[config.mk]
export PLATFORM = sky130hd
export DESIGN_NAME = clock_reset_sequencer
export DESIGN_NICKNAME = d
export VERILOG_FILES = /design/src/rtl/clock_reset_sequencer.sv
export SDC_FILE = /design/constraint.sdc
export NUM_CORES = 1
export LEC_CHECK = 0
export CAP_MARGIN = 20
export CORE_MARGIN = 10
export CORE_UTILIZATION = 56
export DETAILED_ROUTE_END_ITERATION = 10
export PLACE_DENSITY_LB_ADDON = 0.25
export SLEW_MARGIN = 20
export SYNTH_ARGS = -nofsm -noshare
export SYNTH_HDL_FRONTEND = slang
export SYNTH_SLANG_ARGS = --single-unit
[constraint.sdc]
create_clock -name system_clock_buffered -period 3.4 [get_ports system_clock_buffered]
set_input_delay 0.68 -clock system_clock_buffered [delete_from_list [all_inputs] [get_ports system_clock_buffered]]
set_output_delay 0.68 -clock system_clock_buffered [all_outputs]
set_load 0.01 [all_outputs]
[src/rtl/clock_reset_sequencer.sv]
// rtl/clock_reset_sequencer.sv - lock-qualified reset sequencer with staggered channel release
// and per-channel divided clock-enables.
module clock_reset_sequencer #(
    parameter int N_LOCK      = 1,
    parameter int N_CH        = 4,
    parameter int DIV_W       = 16,
    parameter int HOLD_CYCLES = 16,
    parameter int STAGGER     = 4,
    parameter int LOSS_FILTER = 3
) (
    input  logic                    system_clock_buffered,
    input  logic                    reset,
    input  logic [N_LOCK-1:0]       locked_in,
    input  logic [N_CH*DIV_W-1:0]   div_value,
    input  logic [N_CH-1:0]         ch_enable_mask,
    output logic                    sys_reset_out,
    output logic [N_CH-1:0]         ch_reset,
    output logic [N_CH-1:0]         ce,
    output logic                    all_ready,
    output logic [7:0]              lock_lost_count
);

    localparam int HW = $clog2(HOLD_CYCLES + 1);
    localparam int SW = $clog2(STAGGER + 1);
    localparam int LW = $clog2(LOSS_FILTER + 1);
    localparam logic [HW-1:0] HOLD_LAST = HW'(HOLD_CYCLES - 1);
    localparam logic [SW-1:0] STG_LAST  = SW'(STAGGER - 1);
    localparam logic [LW-1:0] LOSS_LAST = LW'(LOSS_FILTER - 1);

    typedef enum logic [1:0] {S_HOLD, S_STRETCH, S_RELEASE, S_RUN} state_t;

    state_t             r_state, w_state_next;
    logic [HW-1:0]      r_hold_cnt, w_hold_cnt_next;
    logic [SW-1:0]      r_stg_cnt, w_stg_cnt_next;
    logic [LW-1:0]      r_loss_cnt, w_loss_cnt_next;
    logic               r_sys_reset, w_sys_reset_next;
    logic [N_CH-1:0]    r_ch_reset, w_ch_reset_next;
    logic               r_all_ready, w_all_ready_next;
    logic [7:0]         r_lost_count;
    logic [N_CH-1:0]    r_ce;
    logic [DIV_W-1:0]   r_div_cnt [N_CH];
    logic [DIV_W-1:0]   w_div [N_CH];
    logic               w_all_locked;
    logic               w_loss_event;
    logic               w_step;

    assign w_all_locked    = &locked_in;
    assign sys_reset_out   = r_sys_reset;
    assign ch_reset        = r_ch_reset;
    assign ce              = r_ce;
    assign all_ready       = r_all_ready;
    assign lock_lost_count = r_lost_count;

    always_comb begin
        for (int i = 0; i < N_CH; i++) begin
            w_div[i] = div_value[i*DIV_W +: DIV_W];
        end
    end

    always_comb begin
        w_state_next     = r_state;
        w_hold_cnt_next  = r_hold_cnt;
        w_stg_cnt_next   = r_stg_cnt;
        w_loss_cnt_next  = '0;
        w_sys_reset_next = r_sys_reset;
        w_ch_reset_next  = r_ch_reset;
        w_all_ready_next = r_all_ready;
        w_loss_event     = 1'b0;
        w_step           = 1'b0;
        case (r_state)
            S_HOLD: begin
                w_sys_reset_next = 1'b1;
                w_ch_reset_next  = '1;
                w_all_ready_next = 1'b0;
                w_hold_cnt_next  = '0;
                w_stg_cnt_next   = '0;
                if (w_all_locked) begin
                    w_state_next = S_STRETCH;
                end
            end
            S_STRETCH: begin
                if (!w_all_locked) begin
                    w_state_next    = S_HOLD;
                    w_hold_cnt_next = '0;
                end else if (r_hold_cnt == HOLD_LAST) begin
                    w_sys_reset_next = 1'b0;
                    w_hold_cnt_next  = '0;
                    w_stg_cnt_next   = '0;
                    w_step           = 1'b1;
                end else begin
                    w_hold_cnt_next = r_hold_cnt + HW'(1);
                end
            end
            default: begin
                // RELEASE and RUN share the filtered lock-loss watch
                if (!w_all_locked && r_loss_cnt == LOSS_LAST) begin
                    w_loss_event     = 1'b1;
                    w_state_next     = S_HOLD;
                    w_sys_reset_next = 1'b1;
                    w_ch_reset_next  = '1;
                    w_all_ready_next = 1'b0;
                    w_stg_cnt_next   = '0;
                end else begin
                    w_loss_cnt_next = w_all_locked ? '0 : r_loss_cnt + LW'(1);
                    if (r_state == S_RELEASE) begin
                        if (r_stg_cnt == STG_LAST) begin
                            w_stg_cnt_next = '0;
                            w_step         = 1'b1;
                        end else begin
                            w_stg_cnt_next = r_stg_cnt + SW'(1);
                        end
                    end
                end
            end
        endcase
        // Channels release lowest-first, so a left shift frees the next one
        if (w_step) begin
            w_ch_reset_next = r_ch_reset << 1;
            if (w_ch_reset_next == '0) begin
                w_state_next     = S_RUN;
                w_all_ready_next = 1'b1;
            end else begin
                w_state_next = S_RELEASE;
            end
        end
    end

    always_ff @(posedge system_clock_buffered) begin
        if (reset) begin
            r_state      <= S_HOLD;
            r_hold_cnt   <= '0;
            r_stg_cnt    <= '0;
            r_loss_cnt   <= '0;
            r_sys_reset  <= 1'b1;
            r_ch_reset   <= '1;
            r_all_ready  <= 1'b0;
            r_lost_count <= '0;
        end else begin
            r_state     <= w_state_next;
            r_hold_cnt  <= w_hold_cnt_next;
            r_stg_cnt   <= w_stg_cnt_next;
            r_loss_cnt  <= w_loss_cnt_next;
            r_sys_reset <= w_sys_reset_next;
            r_ch_reset  <= w_ch_reset_next;
            r_all_ready <= w_all_ready_next;
            if (w_loss_event && r_lost_count != 8'hFF) begin
                r_lost_count <= r_lost_count + 8'd1;
            end
        end
    end

    // Dividers key off the next reset value so d=0 pulses in the first released cycle
    always_ff @(posedge system_clock_buffered) begin
        for (int i = 0; i < N_CH; i++) begin
            if (reset || w_ch_reset_next[i] || !ch_enable_mask[i]) begin
                r_div_cnt[i] <= '0;
                r_ce[i]      <= 1'b0;
            end else if (r_div_cnt[i] == w_div[i]) begin
                r_div_cnt[i] <= '0;
                r_ce[i]      <= 1'b1;
            end else if (r_div_cnt[i] > w_div[i]) begin
                r_div_cnt[i] <= '0;
                r_ce[i]      <= 1'b0;
            end else begin
                r_div_cnt[i] <= r_div_cnt[i] + DIV_W'(1);
                r_ce[i]      <= 1'b0;
            end
        end
    end

endmodule
==> results by group <==
Synthesis
  – Yosys cell types: 63
  – Mux cell area share after synthesis: 0.00688
  – Syn Std Cell Area: roughly 6600 um^2
  – #FFs+latches synth: 94
  – Synth Area in XOR/XNOR: 0.0869
  – Leading area contributor after synthesis: edfxtp_1
  – Yosys warning count: 0
  – Cell count after synthesis: roughly 650
  – Top cells by area, synth: edfxtp_1 (29%), ha_1 (14%), dfxtp_1 (9.2%), xor2_1 (5.3%), inv_1 (4.4%)
  – Sequential fraction of the synthesis area: 0.385
  – Compound-Gate Fraction of Synth Area: 0.0787
  – Synth Area in Simple Gates: 0.244
  – Post-Synth Adder-Cell Area: 0.138
  – Number of enable flip-flop cells after synthesis: 64
  – Synth async-reset ratio: 0
  – Post-synth top area share: 0.293
  – Predominant post-synthesis flop cell: edfxtp_1
  – Mean Syn Cell Area: 10.0 um^2
  – Largest family of logic cells by synthesized area: simple AND/OR/NAND/NOR gates

Floorplan
  – Starting Density: 0.574
  – Core box area: 11,400 um^2
  – # IOs: between 80 and 90
  – Rows: 39
  – Vert. Die Dim: between 100 and 150 um
  – Die area: 16,400 um^2
  – Die W: approximately 130 um

Routing
  – DR pass1 iterations: 4
  – Final WL: approximately 14,000 um
  – Drt initial violations: 309
  – Detail Route Antenna Nets: 0
  – Total number of vias: approximately 5,000
  – Drt drc: 0
  – DR WL/cell: about 15 um
  – Vias per cell: 5.40

Power and ir drop
  – LEAKAGE: about 3.2 nW
  – Power per Cell Area: 336 nW/um^2
  – Maximum VDD drop: 0.000213 V

Run status
  – Outcome: completed

Setup path
  – WS Path Type: in -> reg
  – Worst-path fanout max: 7
  – CP required: 3.48 ns
  – Worst Path Arrival: 2.93 ns
  – Crit-path cells: clkdlybuf4s50_1 > inv_1 > ha_1 > and4_1 > nand2_1 > or4_4 > o2111ai_4 > buf_4 > nor3_1
  – Critical path's largest stage delay: 0.56 ns
  – Startpoint types: input pin
  – CP max stage cell: or4_4
  – Crit. End Element: flop

Place
  – Pre-CTS setup slack: 0.202 ns
  – Detail Placement HPWL: 11,400 um
  – Input/output buffers: between 80 and 90
  – Gp weighted congestion: 0.850

CTS
  – Clk buf depth: 2
  – CTS tree: yes
  – H-tree depth: 3
  – Worst-path clk slew: 0.06 ns
  – Post-cts sizing count: 0
  – Hold Buf Count CTS: 0
  – Postcts setup bufs: 0
  – Clock root cell: clkbuf_16
  – Total CTS buffers: 9
  – CTS Sinks: 94
  – Worst skew pair latency: 0.35 ns

STA
  – TNS Setup: 0 ns
  – Slew headroom: 0.504
  – Max Transition Viols Final: 0
  – Endpoints failing setup: 0
  – Final setup skew: 0.00954 ns
  – Fin crit share: 0.839
  – Maximum clock frequency: around 350 MHz
  – Worst setup slack after layout: 0.549 ns
  – Endpoints failing hold: 0
  – Worst Max-Slew Pin Slew: 0.743 ns
  – Period minus WS final: 2.85 ns
  – RSZ-0062 raised after global routing: false

GRT
  – Vias in the first global route: 5,231
  – Total gr overflow: 0
  – Pin count of the biggest net entering global routing: 22
  – First-pass GRT wire length: between 20,000 and 25,000 um
  – Total track usage: 0.175
  – Initial antenna violation count: 0

Min path
  – Type of the worst min-delay path: reg -> reg

Final layout
  – Most frequent cells in the layout: clkdlybuf4s50_1 (88), inv_1 (76), ha_1 (72)
  – Diode count: 0
  – Fraction of final layout cells sized beyond drive strength 1: 0.0986
  – Layout Utilization: 0.710
  – Commonest non-fill, non-tap cell in the layout: clkdlybuf4s50_1
  – Area delta synth->final: 23.7%
  – Nets: 950

Job
  – Max_cap viols: 0
## metal layers
layer	track usage	share of wire	vias to the layer above
li1	-	-	2619
met1	0.203	0.43	2406
met2	0.298	0.50	96
met3	0.0347	0.046	32
met4	0.0894	0.028	0
met5	0	0	-
## sequential cells by signal, summed over array words and instances (netlist names)
register and flops:
r_div_cnt 64, lock_lost_count 8, r_hold_cnt 5, ce 4, ch_reset 4, r_stg_cnt 3, r_loss_cnt 2, r_state 2
all_ready 1, sys_reset_out 1
## area by class of cell
class / instances / area (um^2)
inverter: 76 / 285
timing repair buffer: 96 / 953
clock inverter: 4 / 48.8
multi-input combinational: 530 / 3870
fill: 846 / 3320
tap: 143 / 179
clock buffer: 11 / 243
sequential: 94 / 2520
## stage by stage
| step | cells | cell area (um^2) | total power (W) | hold WS (ns) |
|---|---|---|---|---|
| final | 954 | 8100 | 0.00273 | 0.436 |
| after global routing | 954 | 8100 | 0.00284 | 0.466 |
| after CTS | 954 | 8100 | 0.00274 | 0.439 |
| after detailed placement | 939 | 7810 | 0.00174 | 0.430 |
| after global placement | 939 | 7810 | 0.00171 | 0.411 |
| after floorplan | 717 | 6790 | 0.00158 | 0.401 |
## Yosys cell counts (3+ instances only)
library cell	instances
and3_1	14
or2_2	3
edfxtp_1	64
o21ai_0	5
nor4_2	10
clkbuf_1	6
nor3_1	31
nand4_1	21
mux2i_1	3
buf_2	3
o21a_1	5
ha_1	72
dfxtp_1	30
nand2b_1	6
a21o_1	8
or4_1	4
nor4_1	13
nand3b_1	4
xor2_1	40
nand3_1	33
nand2_1	38
buf_4	4
nor3_2	28
and4_1	8
nor2b_1	3
xnor2_1	25
nor2_1	24
a21oi_1	31
o21ai_2	3
inv_1	76
## critical path: cells and delay by family
family | cells | cell delay [ns]
compound gates | 1 | 0.30
fa+ha+maj | 1 | 0.28
buf+inv | 3 | 0.72
simple gates | 4 | 0.94
## report_power, final
group	leakage [nW]	internal [W]	switching (W)
registers	0.849	0.00126	0.0000554
logic	2.23	0.000197	0.000205
clock network	0.145	0.000585	0.000423
total	3.23	0.00204	0.000683
## cells by family after synthesis
logic type	count (synthesis)
buf+inv	93
simple gates	254
compound gates	71
other cells	1
fa+ha+maj	72
xor+xnor	65
mux	4
flops	94
## final timing paths
path,start,to,slack (ns),cells past startpoint
setup reg to reg,r_div_cnt[3][13],r_div_cnt[3][3],0.90,7
hold reg to reg,r_loss_cnt[0],r_loss_cnt[0],0.44,1
setup / recovery,div_value[61],r_div_cnt[3][3],0.55,9
hold / removal,r_loss_cnt[0],r_loss_cnt[0],0.44,1
Power figures use the tool's default switching activity.
